**config.mk**
```make
export PLATFORM = sky130hd
export DESIGN_NAME = mc_controller
export DESIGN_NICKNAME = d
export VERILOG_FILES = /design/src/rtl/mc_pkg.sv /design/src/rtl/mc_aludec.sv /design/src/rtl/mc_controller.sv
export SDC_FILE = /design/constraint.sdc
export NUM_CORES = 1
export LEC_CHECK = 0
export BUFFER_PORTS_ARGS = -buffer_cell sky130_fd_sc_hd__buf_2
export CORE_UTILIZATION = 38
export CTS_BUF_LIST = sky130_fd_sc_hd__clkbuf_16
export DETAILED_ROUTE_END_ITERATION = 8
export GPL_TIMING_DRIVEN = 0
export HOLD_SLACK_MARGIN = 0.06
export PLACE_DENSITY = 0.73
export REMOVE_ABC_BUFFERS = 1
export SETUP_SLACK_MARGIN = 0.5
export SLEW_MARGIN = 15
export SYNTH_ARGS = -nofsm -noshare
export SYNTH_HDL_FRONTEND = slang
export SYNTH_HIERARCHICAL = 1
export SYNTH_SLANG_ARGS = --single-unit
export TNS_END_PERCENT = 1
```
**constraint.sdc**
```tcl
create_clock -name clk -period 2 [get_ports clk]
set_clock_uncertainty 0.2 [all_clocks]
set_input_delay 0.2 -clock clk [delete_from_list [all_inputs] [get_ports clk]]
set_output_delay 0.2 -clock clk [all_outputs]
set_load 0.02 [all_outputs]
```
**src/rtl/mc_pkg.sv**
```systemverilog
// Shared constants and types for the multicycle MIPS control unit.
// Latency: n/a (declarations only).
// Backpressure: n/a.
// Contents: opcode/funct constants, alucont codes, aluop type, FSM state enum.
package mc_pkg;

  // Opcodes (instr[31:26])
  localparam logic [5:0] OP_RTYPE = 6'b000000;
  localparam logic [5:0] OP_J     = 6'b000010;
  localparam logic [5:0] OP_BEQ   = 6'b000100;
  localparam logic [5:0] OP_ADDI  = 6'b001000;
  localparam logic [5:0] OP_LW    = 6'b100011;
  localparam logic [5:0] OP_SW    = 6'b101011;

  // R-type funct codes (instr[5:0])
  localparam logic [5:0] FUNCT_ADD = 6'b100000;
  localparam logic [5:0] FUNCT_SUB = 6'b100010;
  localparam logic [5:0] FUNCT_AND = 6'b100100;
  localparam logic [5:0] FUNCT_OR  = 6'b100101;
  localparam logic [5:0] FUNCT_SLT = 6'b101010;

  // ALU control words consumed by the datapath ALU
  localparam logic [2:0] ALU_ADD = 3'b010;
  localparam logic [2:0] ALU_SUB = 3'b110;
  localparam logic [2:0] ALU_AND = 3'b000;
  localparam logic [2:0] ALU_OR  = 3'b001;
  localparam logic [2:0] ALU_SLT = 3'b111;

  // What the FSM asks of the ALU in a given state
  typedef enum logic [1:0] {
    ALUOP_ADD   = 2'b00,
    ALUOP_SUB   = 2'b01,
    ALUOP_FUNCT = 2'b10
  } aluop_t;

  // Controller states; encodings 12..15 are unreachable and recover to FETCH
  typedef enum logic [3:0] {
    S_FETCH   = 4'd0,
    S_DECODE  = 4'd1,
    S_MEMADR  = 4'd2,
    S_MEMRD   = 4'd3,
    S_MEMWB   = 4'd4,
    S_MEMWR   = 4'd5,
    S_RTYPEEX = 4'd6,
    S_RTYPEWB = 4'd7,
    S_BEQEX   = 4'd8,
    S_ADDIEX  = 4'd9,
    S_ADDIWB  = 4'd10,
    S_JEX     = 4'd11
  } state_t;

endpackage

```
**src/rtl/mc_aludec.sv**
```systemverilog
// ALU decoder: maps (aluop, funct) to the 3-bit alucont word.
// Latency: purely combinational, zero cycles.
// Backpressure: none; output is valid whenever inputs are.
// Ports: aluop (from FSM output decode), funct (IR[5:0]) -> alucont (to ALU).
module mc_aludec
  import mc_pkg::*;
#(
  parameter int FUNCT_W = 6
) (
  input  aluop_t             aluop,
  input  logic [FUNCT_W-1:0] funct,
  output logic [2:0]         alucont
);

  always_comb begin
    alucont = ALU_ADD;
    case (aluop)
      ALUOP_ADD: alucont = ALU_ADD;
      ALUOP_SUB: alucont = ALU_SUB;
      ALUOP_FUNCT: begin
        case (funct)
          FUNCT_ADD: alucont = ALU_ADD;
          FUNCT_SUB: alucont = ALU_SUB;
          FUNCT_AND: alucont = ALU_AND;
          FUNCT_OR:  alucont = ALU_OR;
          FUNCT_SLT: alucont = ALU_SLT;
          // Unrecognised funct behaves as add; the writeback still happens.
          default:   alucont = ALU_ADD;
        endcase
      end
      default: alucont = ALU_ADD;
    endcase
  end

endmodule

```
**src/rtl/mc_controller.sv**
```systemverilog
// Multicycle MIPS control unit: sequences fetch/decode/execute/mem/writeback.
// Latency: Moore outputs one state per cycle; 2 (unknown op) to 5 (lw) cycles per instruction.
// Backpressure: none; IR is assumed stable from DECODE until the instruction ends.
// Ports: clk, reset_n (sync, active-low); op/funct from IR; zero from ALU;
//        pcen, iord, memwrite, irwrite, regdst, memtoreg, regwrite, alusrca,
//        alusrcb[1:0], pcsrc[1:0], alucont[2:0] to the datapath.
module mc_controller
  import mc_pkg::*;
#(
  parameter int OP_W    = 6,
  parameter int FUNCT_W = 6
) (
  input  logic               clk,
  input  logic               reset_n,
  input  logic [OP_W-1:0]    op,
  input  logic [FUNCT_W-1:0] funct,
  input  logic               zero,
  output logic               pcen,
  output logic               iord,
  output logic               memwrite,
  output logic               irwrite,
  output logic               regdst,
  output logic               memtoreg,
  output logic               regwrite,
  output logic               alusrca,
  output logic [1:0]         alusrcb,
  output logic [1:0]         pcsrc,
  output logic [2:0]         alucont
);

  state_t state_q, state_d;

  // Raw (ungated) state decode
  logic   pcwrite;
  logic   branch;
  logic   memwrite_raw;
  logic   irwrite_raw;
  logic   regwrite_raw;
  aluop_t aluop;

  // State register
  always_ff @(posedge clk) begin
    if (!reset_n) begin
      state_q <= S_FETCH;
    end else begin
      state_q <= state_d;
    end
  end

  // Next-state logic
  always_comb begin
    state_d = S_FETCH;
    case (state_q)
      S_FETCH: state_d = S_DECODE;
      S_DECODE: begin
        case (op)
          OP_LW:    state_d = S_MEMADR;
          OP_SW:    state_d = S_MEMADR;
          OP_RTYPE: state_d = S_RTYPEEX;
          OP_BEQ:   state_d = S_BEQEX;
          OP_ADDI:  state_d = S_ADDIEX;
          OP_J:     state_d = S_JEX;
          // Unknown opcodes retire as a nop with no writes
          default:  state_d = S_FETCH;
        endcase
      end
      S_MEMADR:  state_d = (op == OP_LW) ? S_MEMRD : S_MEMWR;
      S_MEMRD:   state_d = S_MEMWB;
      S_MEMWB:   state_d = S_FETCH;
      S_MEMWR:   state_d = S_FETCH;
      S_RTYPEEX: state_d = S_RTYPEWB;
      S_RTYPEWB: state_d = S_FETCH;
      S_BEQEX:   state_d = S_FETCH;
      S_ADDIEX:  state_d = S_ADDIWB;
      S_ADDIWB:  state_d = S_FETCH;
      S_JEX:     state_d = S_FETCH;
      default:   state_d = S_FETCH;
    endcase
  end

  // Output decode (Moore, from state_q only)
  always_comb begin
    pcwrite      = 1'b0;
    branch       = 1'b0;
    iord         = 1'b0;
    memwrite_raw = 1'b0;
    irwrite_raw  = 1'b0;
    regdst       = 1'b0;
    memtoreg     = 1'b0;
    regwrite_raw = 1'b0;
    alusrca      = 1'b0;
    alusrcb      = 2'b00;
    pcsrc        = 2'b00;
    aluop        = ALUOP_ADD;
    case (state_q)
      S_FETCH: begin
        irwrite_raw = 1'b1;
        alusrcb     = 2'b01;
        pcwrite     = 1'b1;
      end
      S_DECODE: begin
        // Branch target PC + (signimm<<2) lands in ALUOut ahead of BEQEX
        alusrcb = 2'b11;
      end
      S_MEMADR: begin
        alusrca = 1'b1;
        alusrcb = 2'b10;
      end
      S_MEMRD: begin
        iord = 1'b1;
      end
      S_MEMWB: begin
        memtoreg     = 1'b1;
        regwrite_raw = 1'b1;
      end
      S_MEMWR: begin
        iord         = 1'b1;
        memwrite_raw = 1'b1;
      end
      S_RTYPEEX: begin
        alusrca = 1'b1;
        aluop   = ALUOP_FUNCT;
      end
      S_RTYPEWB: begin
        regdst       = 1'b1;
        regwrite_raw = 1'b1;
      end
      S_BEQEX: begin
        alusrca = 1'b1;
        aluop   = ALUOP_SUB;
        pcsrc   = 2'b01;
        branch  = 1'b1;
      end
      S_ADDIEX: begin
        alusrca = 1'b1;
        alusrcb = 2'b10;
      end
      S_ADDIWB: begin
        regwrite_raw = 1'b1;
      end
      S_JEX: begin
        pcsrc   = 2'b10;
        pcwrite = 1'b1;
      end
      default: begin
      end
    endcase
  end

  // Architectural write strobes are held off while reset_n is low, so a
  // reset mid-instruction cannot commit any state.
  assign pcen     = reset_n & (pcwrite | (branch & zero));
  assign irwrite  = reset_n & irwrite_raw;
  assign memwrite = reset_n & memwrite_raw;
  assign regwrite = reset_n & regwrite_raw;

  mc_aludec #(
    .FUNCT_W (FUNCT_W)
  ) u_aludec (
    .aluop   (aluop),
    .funct   (funct),
    .alucont (alucont)
  );

endmodule

```
Yosys cells after proc, flatten, opt, wreduce, memory -nomap -nowiden:

Index checks and enable logic that the tools add are counted.

* flip-flop bits (word level): 4
* input bits: 15
* output and inout bits: 15
* logic and storage cells: 54

* equality and inequality tests: 22
* mux-type cells: 17
* bitwise operators: 6
* reduce and logical (&&, ||, !) cells: 8

Operators with widths (count)
* 6-bit equality test (second input constant): 6
* 4-bit case mux with 6 select lines: 1
* 4-bit case mux with 5 select lines: 1
* 4-bit by 3-bit equality test with 1-bit output (second input constant): 4
* 4-bit equality test (second input constant): 4
* 3-bit case mux with 4 select lines: 1
* 1-bit two-way mux: 9
* 4-bit by 2-bit equality test with 1-bit output (second input constant): 2
* 2-bit case mux with 2 select lines: 2
* 2-bit OR reduction: 4
* 6-bit by 2-bit equality test with 1-bit output (second input constant): 1
* 6-bit by 3-bit equality test with 1-bit output (second input constant): 1
* 6-bit by 4-bit equality test with 1-bit output (second input constant): 1
* 6-bit logical NOT: 1
* 2-bit case mux with 3 select lines: 1
* 3-bit case mux with 2 select lines: 1
* 1-bit bitwise AND: 5
* 4-bit by 1-bit equality test with 1-bit output (second input constant): 1
* 4-bit logical NOT: 1
* 4-bit OR reduction: 1
* 3-bit two-way mux: 1
* 3-bit OR reduction: 1
* 2-bit by 1-bit equality test with 1-bit output (second input constant): 1
* 2-bit equality test (second input constant): 1
* 1-bit OR: 1

Logic depth before layout (Yosys ltp):

Gate-level depths: netlist of the first run.

* depth after elaboration: 5
* gate-level depth with buffers: 7

Cells and area by module:

Netlist of the first run, hierarchy kept.

By module, submodules not included
* mc_controller: times used 1, cells an instance 66, area an instance 434.2 um2, seq. area each 80.1 um2
* mc_aludec: times used 1, cells an instance 15, area an instance 118.9 um2, seq. area each 0.0 um2

Least setup slack after synthesis of the first run:

Ideal clock, no wire load.

* kind: register -> output
* start: register state_q[2]
* end: output alucont[2]
* data arrival time: 1804 ps
* slack: -204 ps
* cell stages (with the launch flop): 8
* buffers on the path: 1
* path through: dfxtp_1 -> buf_2 -> nand2b_1 -> nor3_2 -> inv_1 -> ha_1 -> nand4bb_1 -> o22ai_1

* word-level cells in the longest chain between the ends: 4
* elaborated cells on any way between the ends: 6
* those cells by class: eq/ne: 4; mux: 2

Ends and longest elaborated chain
* start, declared: line mc_controller.sv:31 `state_t state_q, state_d;`
* start signal, assigned: line mc_controller.sv:46 `state_q <= state_d;`
* 4-bit equality test / 4-bit by 3-bit equality test with 1-bit output (equally long branches): line mc_controller.sv:95 `case (state_q)`
* 2-bit case mux with 2 select lines (*): line mc_controller.sv:95
* net aluop[0]: line mc_controller.sv:39 `aluop_t aluop;`
* 2-bit equality test / 2-bit by 1-bit equality test with 1-bit output (equally long branches): line mc_aludec.sv:17 `case (aluop)`
* 3-bit case mux with 2 select lines (*): line mc_aludec.sv:17
* end, declared: line mc_controller.sv:28 `output logic [2:0] alucont`

Mark *: on every way through the listed nets, which the timed path passes. The rest lies on a longest branch.

Final worst setup path of the first run:

* start: register state_q[2]
* end: output alucont[2]

* word-level cells in the longest chain between the ends: 4
* elaborated cells on any way between the ends: 6
* those cells by class: eq/ne: 4; mux: 2

Ends and longest elaborated chain (line)
* 4-bit equality test / 4-bit by 3-bit equality test with 1-bit output (equally long branches): mc_controller.sv:95
* 2-bit case mux with 2 select lines (*): mc_controller.sv:95
* 2-bit equality test / 2-bit by 1-bit equality test with 1-bit output (equally long branches): mc_aludec.sv:17
* 3-bit case mux with 2 select lines (*): mc_aludec.sv:17

Every way passes the cells marked *; elsewhere a longest branch is shown, timed or not.

==> metrics.md, run 1 <==
| Metric | Value |
|---|---|
| Status | `finished with violations` |
| Failing checks | `negative setup slack` |
| # diodes | `0` |
| Die width | `40.15 µm` |
| Pins Over Slew Limit | `0` |
| Biggest register | `state_q` |
| HP Class | `input port to register` |
| Leak | `roughly 0.38 nW` |
| Maximum number of pins on one net before global-route repair | `14` |
| Crit path buffers/inverters | `2` |
| CTS clk-pin slew, worst paths | `about 0.030 ns` |
| Nets | `roughly 130` |
| GR Util met3 | `0.05000` |
| Die ar. | `about 1600 µm²` |
| Tot GR Track Use | `0.2612` |
| H-tree levels | `1` |
| Core Rows | `13` |
| Max reg flops | `4` |
| Yosys reg bits | `4` |
| Clock sinks | `4` |
| PortBufs | `29` |
| Core Region | `1334 µm²` |
| Share of cells above drive strength 1 | `0.6053` |
| Setup WS post-layout | `-0.09538 ns` |
| Root buffer cell | `clkbuf_16` |
| Die outline height | `between 40 and 50 µm` |
| Crit path DAT | `~1.7 ns` |
| Worst slew pin tran | `around 0.5 ns` |
| Initial DRC Count | `17` |
| Max-slew headroom | `0.6693` |
| Top Registers | `state_q x4` |
| Grt met2 use | `0.5403` |
| Final hold vios | `0` |
| R2R Path Start | `state_q[2]$_SDFF_PN0_` |
| Post-synth EDFFs | `0` |
| Final min period | `~2.1 ns` |
| Syn_area_per_cell | `6.828 µm²` |
| Mapped Cells | `81` |
| Required @ worst endpoint | `~1.6 ns` |
| Initial Util | `0.4146` |
| Initial antenna violation count | `0` |
| Cell at the slowest stage of the critical path | `dfxtp_4` |
| First-pass GRT wire length | `around 2700 µm` |
| Async S/R FF share, synth | `0` |
| Synth area leader | `dfxtp_1` |
| Count leader, synth | `nor2_1` |
| Delay-heaviest family, CP | `simple AND/OR/NAND/NOR gates` |
| # fillers | `around 100` |
| Sequential area share after synthesis | `0.1448` |
| YS warnings | `6` |
| FMAX | `between 400 and 500 MHz` |
| Longest Clk Path Bufs | `2` |
| Vias in the first global route | `680` |
| Main flop type after synthesis | `dfxtp_1` |
| Final Util | `0.7505` |
| DPL Wire Length | `~1100 µm` |
| Critical path startpoint category | `register` |
| Detailed-route via count | `~750` |
| Average wire per standard cell | `about 16 µm` |
| TritonCTS Buffers | `3` |
| I/O pin count | `30` |
| GRT overflow | `0` |
| CTS hold repair buffers | `0` |
| Power per Cell Area | `between 400 and 500 nW/µm²` |
| Sum Neg Setup Slack | `-0.2341 ns` |
| Synth top area cells | `dfxtp_1, nor2_1, a21oi_1, nand2b_1, nor3_1` |
| CP cell instances | `nand2b_4 -> nor3_4 -> inv_2 -> ha_4 -> nand4bb_4 -> o22ai_2 -> buf_6` |
| Vias per cell | `approximately 5.8` |
| DRC | `0` |
| DRT Wirelength | `~2000 µm` |
| Hold Startpoint | `reset_n` |
| Max-Cap Viols | `0` |
| Worst skew pair latency | `around 0.23 ns` |
| CTS tree | `yes` |
| Most Crowded Layer GR | `met2` |
| Crit path largest cell delay | `roughly 0.34 ns` |
| VDD IR max | `approximately 680 µV` |
| Routed Antenna Nets | `0` |
| Met1 usage | `0.2393` |
| RePlAce Congestion | `roughly 0.83` |
| First-pass detailed-route iteration total | `4` |
| Synth cell count leaders | `nor2_1, a21oi_1, nor3_1` |
| Setup violations, final | `3` |
| Kind of critical path | `register to output port` |
| Period utilization | `1.048` |
| Top-area cell type share of the netlist area | `0.1448` |
| Crit path max fanout | `4` |
| Area grow syn2layout | `81.00%` |
| Crit. Startpoint | `state_q[2]$_SDFF_PN0_` |
| RSZ-0062 raised after global routing | `yes` |
| Worst Setup End Kind | `output port` |
| Synth cell types | `34` |
| Synthesized area | `553.0 µm²` |
-- repair_timing --
| action | CTS | global route |
|---|---|---|
| buffers inserted | 6 | 0 |
| setup endpoints to repair | 18 | 19 |
| resized for setup | 38 | 14 |
| gates cloned | 0 | 0 |
| pin swaps | 12 | 14 |
-- worst paths after layout --
kind	endpoint	cells past startpoint	slack [ns]
min	state_q[1]$_SDFF_PN0_	3	0.09
max reg2reg	state_q[2]$_SDFF_PN0_	5	0.34
max	alucont[2]	7	-0.1
min reg2reg	state_q[1]$_SDFF_PN0_	2	0.43
-- final cells by class --
cell class,instances,area [µm²],area share
Clock buffer,3,75.07,0.07500
Inverter,5,18.77,0.01875
Sequential cell,4,95.09,0.09500
Timing Repair Buffer,35,230.2,0.2300
Tap cell,15,18.77,0.01875
Multi-Input combinational cell,67,563.0,0.5625
-- per-stage QoR --
stage	setup WS [ns]	instances	power [mW]	hold WS [ns]	instance area, µm²
after floorplan	-0.4019	76	0.1277	0.1781	524.3
after detailed placement	-0.3351	120	0.1621	0.3572	688.2
after global routing	-0.1475	129	0.5099	0.1005	1001
final	-0.09538	129	0.4922	0.09467	1001
after CTS	-0.08037	129	0.4813	0.08867	940.9
after global placement	-0.2640	120	0.1600	0.3498	688.2
-- power by group --
part           total (mW)  switching, mW  internal [mW]
sequential         0.0902         0.0107         0.0795
clock               0.311         0.0556          0.255
combinational      0.0911         0.0479         0.0432
total               0.492          0.114          0.378
-- kinds of logic after synthesis --
logic type,synth area share
AO/OA/AOI/OAI,0.2330
adder cells (fa/ha/maj),0.04524
AND/OR/NAND/NOR,0.4434
XOR/XNOR,0.04752
buffers and inverters,0.08596
flip-flops,0.1448
-- routing by layer --
layer  part of all wire  vias to the layer above
li1                   -                      363
met1               0.35                      349
met2               0.58                       33
met3              0.054                        2
met4             0.0099                        0
met5                  0                        -
-- cells in the final DEF, fill, tap and decap left out, types with 2 or more instances in the layout --
cell       netlist  routed
a31oi_1          2       2
a21oi_1          7       4
xnor2_1          2       2
nand2b_4         0       4
dfxtp_4          0       4
o21ai_0          3       3
nor2_4           0       4
nor3_1           6       4
a21oi_2          1       4
nor3_2           1       2
clkbuf_16        0       3
nand2_1          5       4
buf_6            0       4
inv_1            5       3
or3_1            2       2
buf_4            2      12
inv_2            0       2
buf_2            2      19
nor2_1          12       7
-- worst reg2reg max path, delay by kind of cell, from the launching register on --
| family | cells | cell delay [ns] |
|---|---|---|
| buffers and inverters | 1 | 0.17 |
| AND/OR/NAND/NOR | 3 | 0.74 |
| flip-flops | 1 | 0.34 |
| AO/OA/AOI/OAI | 1 | 0.15 |
No activity file was read; power rests on OpenSTA's default activity.
==> run 2: changes to the inputs <==
--- a/config.mk
+++ b/config.mk
@@ -6,10 +6,11 @@
 export NUM_CORES = 1
 export LEC_CHECK = 0
 export BUFFER_PORTS_ARGS = -buffer_cell sky130_fd_sc_hd__buf_2
-export CORE_UTILIZATION = 38
+export CORE_UTILIZATION = 39
 export CTS_BUF_LIST = sky130_fd_sc_hd__clkbuf_16
+export CTS_CLUSTER_SIZE = 28
 export DETAILED_ROUTE_END_ITERATION = 8
-export GPL_TIMING_DRIVEN = 0
+export GPL_TIMING_DRIVEN = 1
 export HOLD_SLACK_MARGIN = 0.06
 export PLACE_DENSITY = 0.73
 export REMOVE_ABC_BUFFERS = 1
@@ -17,6 +18,5 @@
 export SLEW_MARGIN = 15
 export SYNTH_ARGS = -nofsm -noshare
 export SYNTH_HDL_FRONTEND = slang
-export SYNTH_HIERARCHICAL = 1
 export SYNTH_SLANG_ARGS = --single-unit
 export TNS_END_PERCENT = 1
==> run 2 against run 1 <==
  * The run still ends with negative setup slack left
  * Area after synthesis is 3.8% higher
  * Core utilization grew 1.1 points
  * Routed wire length down 8.4%
  * Die area up 1.1%
  * Synthesized cell count rose by 4.9%
  * Worst hold slack worse by 0.0099 ns
  * Critical path depth fell by 1
  * Power grew 1.8%
  * Register-to-register slack better by 0.21 ns
  * Via count up 0.80%
  * Largest power group unchanged
==> metrics.md, run 2 <==
| Metric | Value |
|---|---|
| Status | `finished with violations` |
| Failing checks | `negative setup slack` |
| Yosys reg bits | `4 (unchanged)` |
| Vias per cell | `5.457 (-5.8%)` |
| Die ar. | `1630 µm² (+1.1%)` |
| Pins Over Slew Limit | `0 (unchanged)` |
| Crit path max fanout | `4 (unchanged)` |
| Clock sinks | `4 (unchanged)` |
| WHS | `0.08473 ns (-0.009939 ns)` |
| Average wire per standard cell | `13.35 µm (-14%)` |
| Synth area leader | `dfxtp_1` |
| GRT overflow | `0 (unchanged)` |
| Share of cells above drive strength 1 | `0.5122 (-0.09307)` |
| Max reg flops | `4 (unchanged)` |
| Initial DRC Count | `21 (+4)` |
| Main flop type after synthesis | `dfxtp_1` |
| Final hold vios | `0 (unchanged)` |
| Crit. Startpoint | `state_q[2]$_SDFF_PN0_` |
| Sequential area share after synthesis | `0.1394 (-0.005363)` |
| Period utilization | `1.074 (+0.02609)` |
| Syn_area_per_cell | `6.756 µm² (-1.0%)` |
| Kind of critical path | `register to output port` |
| # diodes | `0 (unchanged)` |
| Most common cell after layout, fill and taps aside | `buf_2` |
| Worst skew pair latency | `0.23 ns (about the same)` |
| Routed Antenna Nets | `0 (unchanged)` |
| Post-synth EDFFs | `0 (unchanged)` |
| Core Region | `1334 µm² (unchanged)` |
| Die outline height | `40.38 µm (+0.56%)` |
| Max-Cap Viols | `0 (unchanged)` |
| CTS clk-pin slew, worst paths | `0.03 ns (about the same)` |
| Biggest register | `state_q` |
| RePlAce Congestion | `0.8846 (+6.1%)` |
| R2R Path Start | `state_q[0]$_SDFF_PN0_` |
| Initial Util | `0.4306 (+0.01595)` |
| DPL Wire Length | `1217 µm (+12%)` |
| FMAX | `465.6 MHz (-2.4%)` |
| YS warnings | `0 (-6)` |
| Synth top area cells | `dfxtp_1, nor2_1, nand2b_1, nand2b_4, a21oi_1` |
| Leak | `0.4484 nW (+17%)` |
| CTS tree | `yes` |
| Worst Setup End Kind | `output port` |
| DRC | `0 (unchanged)` |
| I/O pin count | `30 (unchanged)` |
| Setup WS post-layout | `-0.1476 ns (-0.05219 ns)` |
| Initial antenna violation count | `0 (unchanged)` |
| Die width | `40.38 µm (+0.56%)` |
| Placed Cells incl. Taps | `134 (+12%)` |
| Core Rows | `13 (unchanged)` |
| Hold Startpoint | `reset_n` |
| Vias in the first global route | `629 (-7.5%)` |
| Maximum number of pins on one net before global-route repair | `12 (-2)` |
| Max-slew headroom | `0.8735 (+0.2042)` |
| Final Util | `0.7617 (+0.01126)` |
| Top-area cell type share of the netlist area | `0.1394 (-0.005363)` |
| Synth cell count leaders | `nor2_1, nand2b_1, a21oi_1, inv_1` |
| Final min period | `2.148 ns (+0.05219 ns)` |
| HP Class | `input port to register` |
| H-tree levels | `1 (unchanged)` |
| Root buffer cell | `clkbuf_16` |
| Async S/R FF share, synth | `0 (unchanged)` |
| VDD IR max | `323.3 µV (-53%)` |
| TritonCTS Buffers | `3 (unchanged)` |
| Commonest cells after routing, fill and taps aside | `buf_2, buf_4, nor2_1` |
| Area grow syn2layout | `76.91%` |
| Required @ worst endpoint | `1.60 ns (about the same)` |
| Setup violations, final | `3 (unchanged)` |
| Power per Cell Area | `493.0 nW/µm² (+0.25%)` |
| Tot GR Track Use | `0.2274 (-0.03379)` |
| PortBufs | `29 (unchanged)` |
| Detailed-route via count | `753 (+0.80%)` |
| Fin cells | `138 (+7.0%)` |
| First-pass GRT wire length | `2497 µm (-8.4%)` |
| Synthesized area | `574.3 µm² (+3.8%)` |
| DRT Wirelength | `1842 µm (-8.4%)` |
| RSZ-0062 raised after global routing | `yes` |
| Crit path DAT | `1.75 ns (+0.05 ns)` |
| First-pass detailed-route iteration total | `5 (+1)` |
| Mapped Cells | `85 (+4.9%)` |
| Top Registers | `state_q x4` |
| Longest Clk Path Bufs | `2 (unchanged)` |
| Count leader, synth | `nor2_1` |
| Synth cell types | `33 (-2.9%)` |
| Worst slew pin tran | `0.1877 ns (-0.3014 ns)` |
| Nets | `142 (+6.8%)` |
| Critical path startpoint category | `register` |
[run 2: changes by cell type after synthesis, sizes merged, moves of 2 or more]
cell,change
and3,+3
o21ai,+3
a21oi,-2
nor2b,+2
nand2b,+3
nand4bb,-3
xnor2,-2
nor3,-3
nand3,+3
nor2,+2
or4,-2
nand3b,+2
[run 2: final timing paths]
path / to / slack [ns] / cells past startpoint
setup / recovery: alucont[2] / -0.15 / 6
hold / removal: state_q[1]$_SDFF_PN0_ / 0.08 / 3
setup reg to reg: state_q[2]$_SDFF_PN0_ / 0.55 / 5
hold reg to reg: state_q[1]$_SDFF_PN0_ / 0.55 / 3
[run 2: metal layers]
metal / global-route usage / vias to the layer above / part of all wire
li1: - / 375 / -
met1: 0.2435 / 350 / 0.41
met3: 0.01667 / 2 / 0.029
met2: 0.4643 / 26 / 0.55
met5: 0 / - / 0
met4: 0.05000 / 0 / 0.013
[run 2: per-stage QoR]
step	power (mW)	setup slack, ns	TNS (ns)	cell area, µm²
6_report	0.5008	-0.1476	-0.3366	1016
5_1_grt	0.5153	-0.2322	-0.5266	1016
4_1_cts	0.4873	-0.1254	-0.3086	953.4
3_5_place_dp	0.1656	-0.05108	-0.06569	770.7
3_3_place_gp	0.1638	-0.005324	-0.005324	770.7
2_1_floorplan	0.1269	-0.1740	-0.2893	539.3
[run 2: cells by family (layout without fill, tap and decap cells)]
group / Yosys count / count (layout) / synth area share
and+or+nand+nor: 48 / 48 / 0.4771
muxes: 1 / 1 / 0.01961
adders and majority gates: 2 / 2 / 0.04357
buffers and inverters: 9 / 47 / 0.09368
DFF: 4 / 4 / 0.1394
xor gates and xnor gates: 2 / 2 / 0.03051
AOI/OAI and AO/OA: 19 / 19 / 0.1961
[run 2: worst max-delay path, cell delays in order (launching register included)]
cell and delay, ns:
dfxtp_2 0.33, nand2b_4 0.14, or3_4 0.34, ha_4 0.23, nand3b_1 0.18, o22ai_1 0.13, buf_4 0.16
[run 2: what timing repair did]
item	in CTS	in global routing
endpoints found under the hold margin	1	0
pin swaps	4	6
resized for setup	28	17
hold buffers	1	0
setup buffers	0	0
endpoints found under the setup margin	15	19
[run 2: cell type report]
type | instances | area [µm²]
clock buffers | 3 | 75.07
fillers | 97 | 317.8
inverters | 5 | 18.77
multi-input cells | 72 | 534.3
flip-flops and latches | 4 | 88.84
well taps | 15 | 18.77
repair buffers | 39 | 280.3
[run 2: power by group]
part / switching (mW) / internal (mW)
clock network: 0.0617 / 0.256
logic: 0.0514 / 0.0481
registers: 0.00334 / 0.0803
total: 0.116 / 0.384
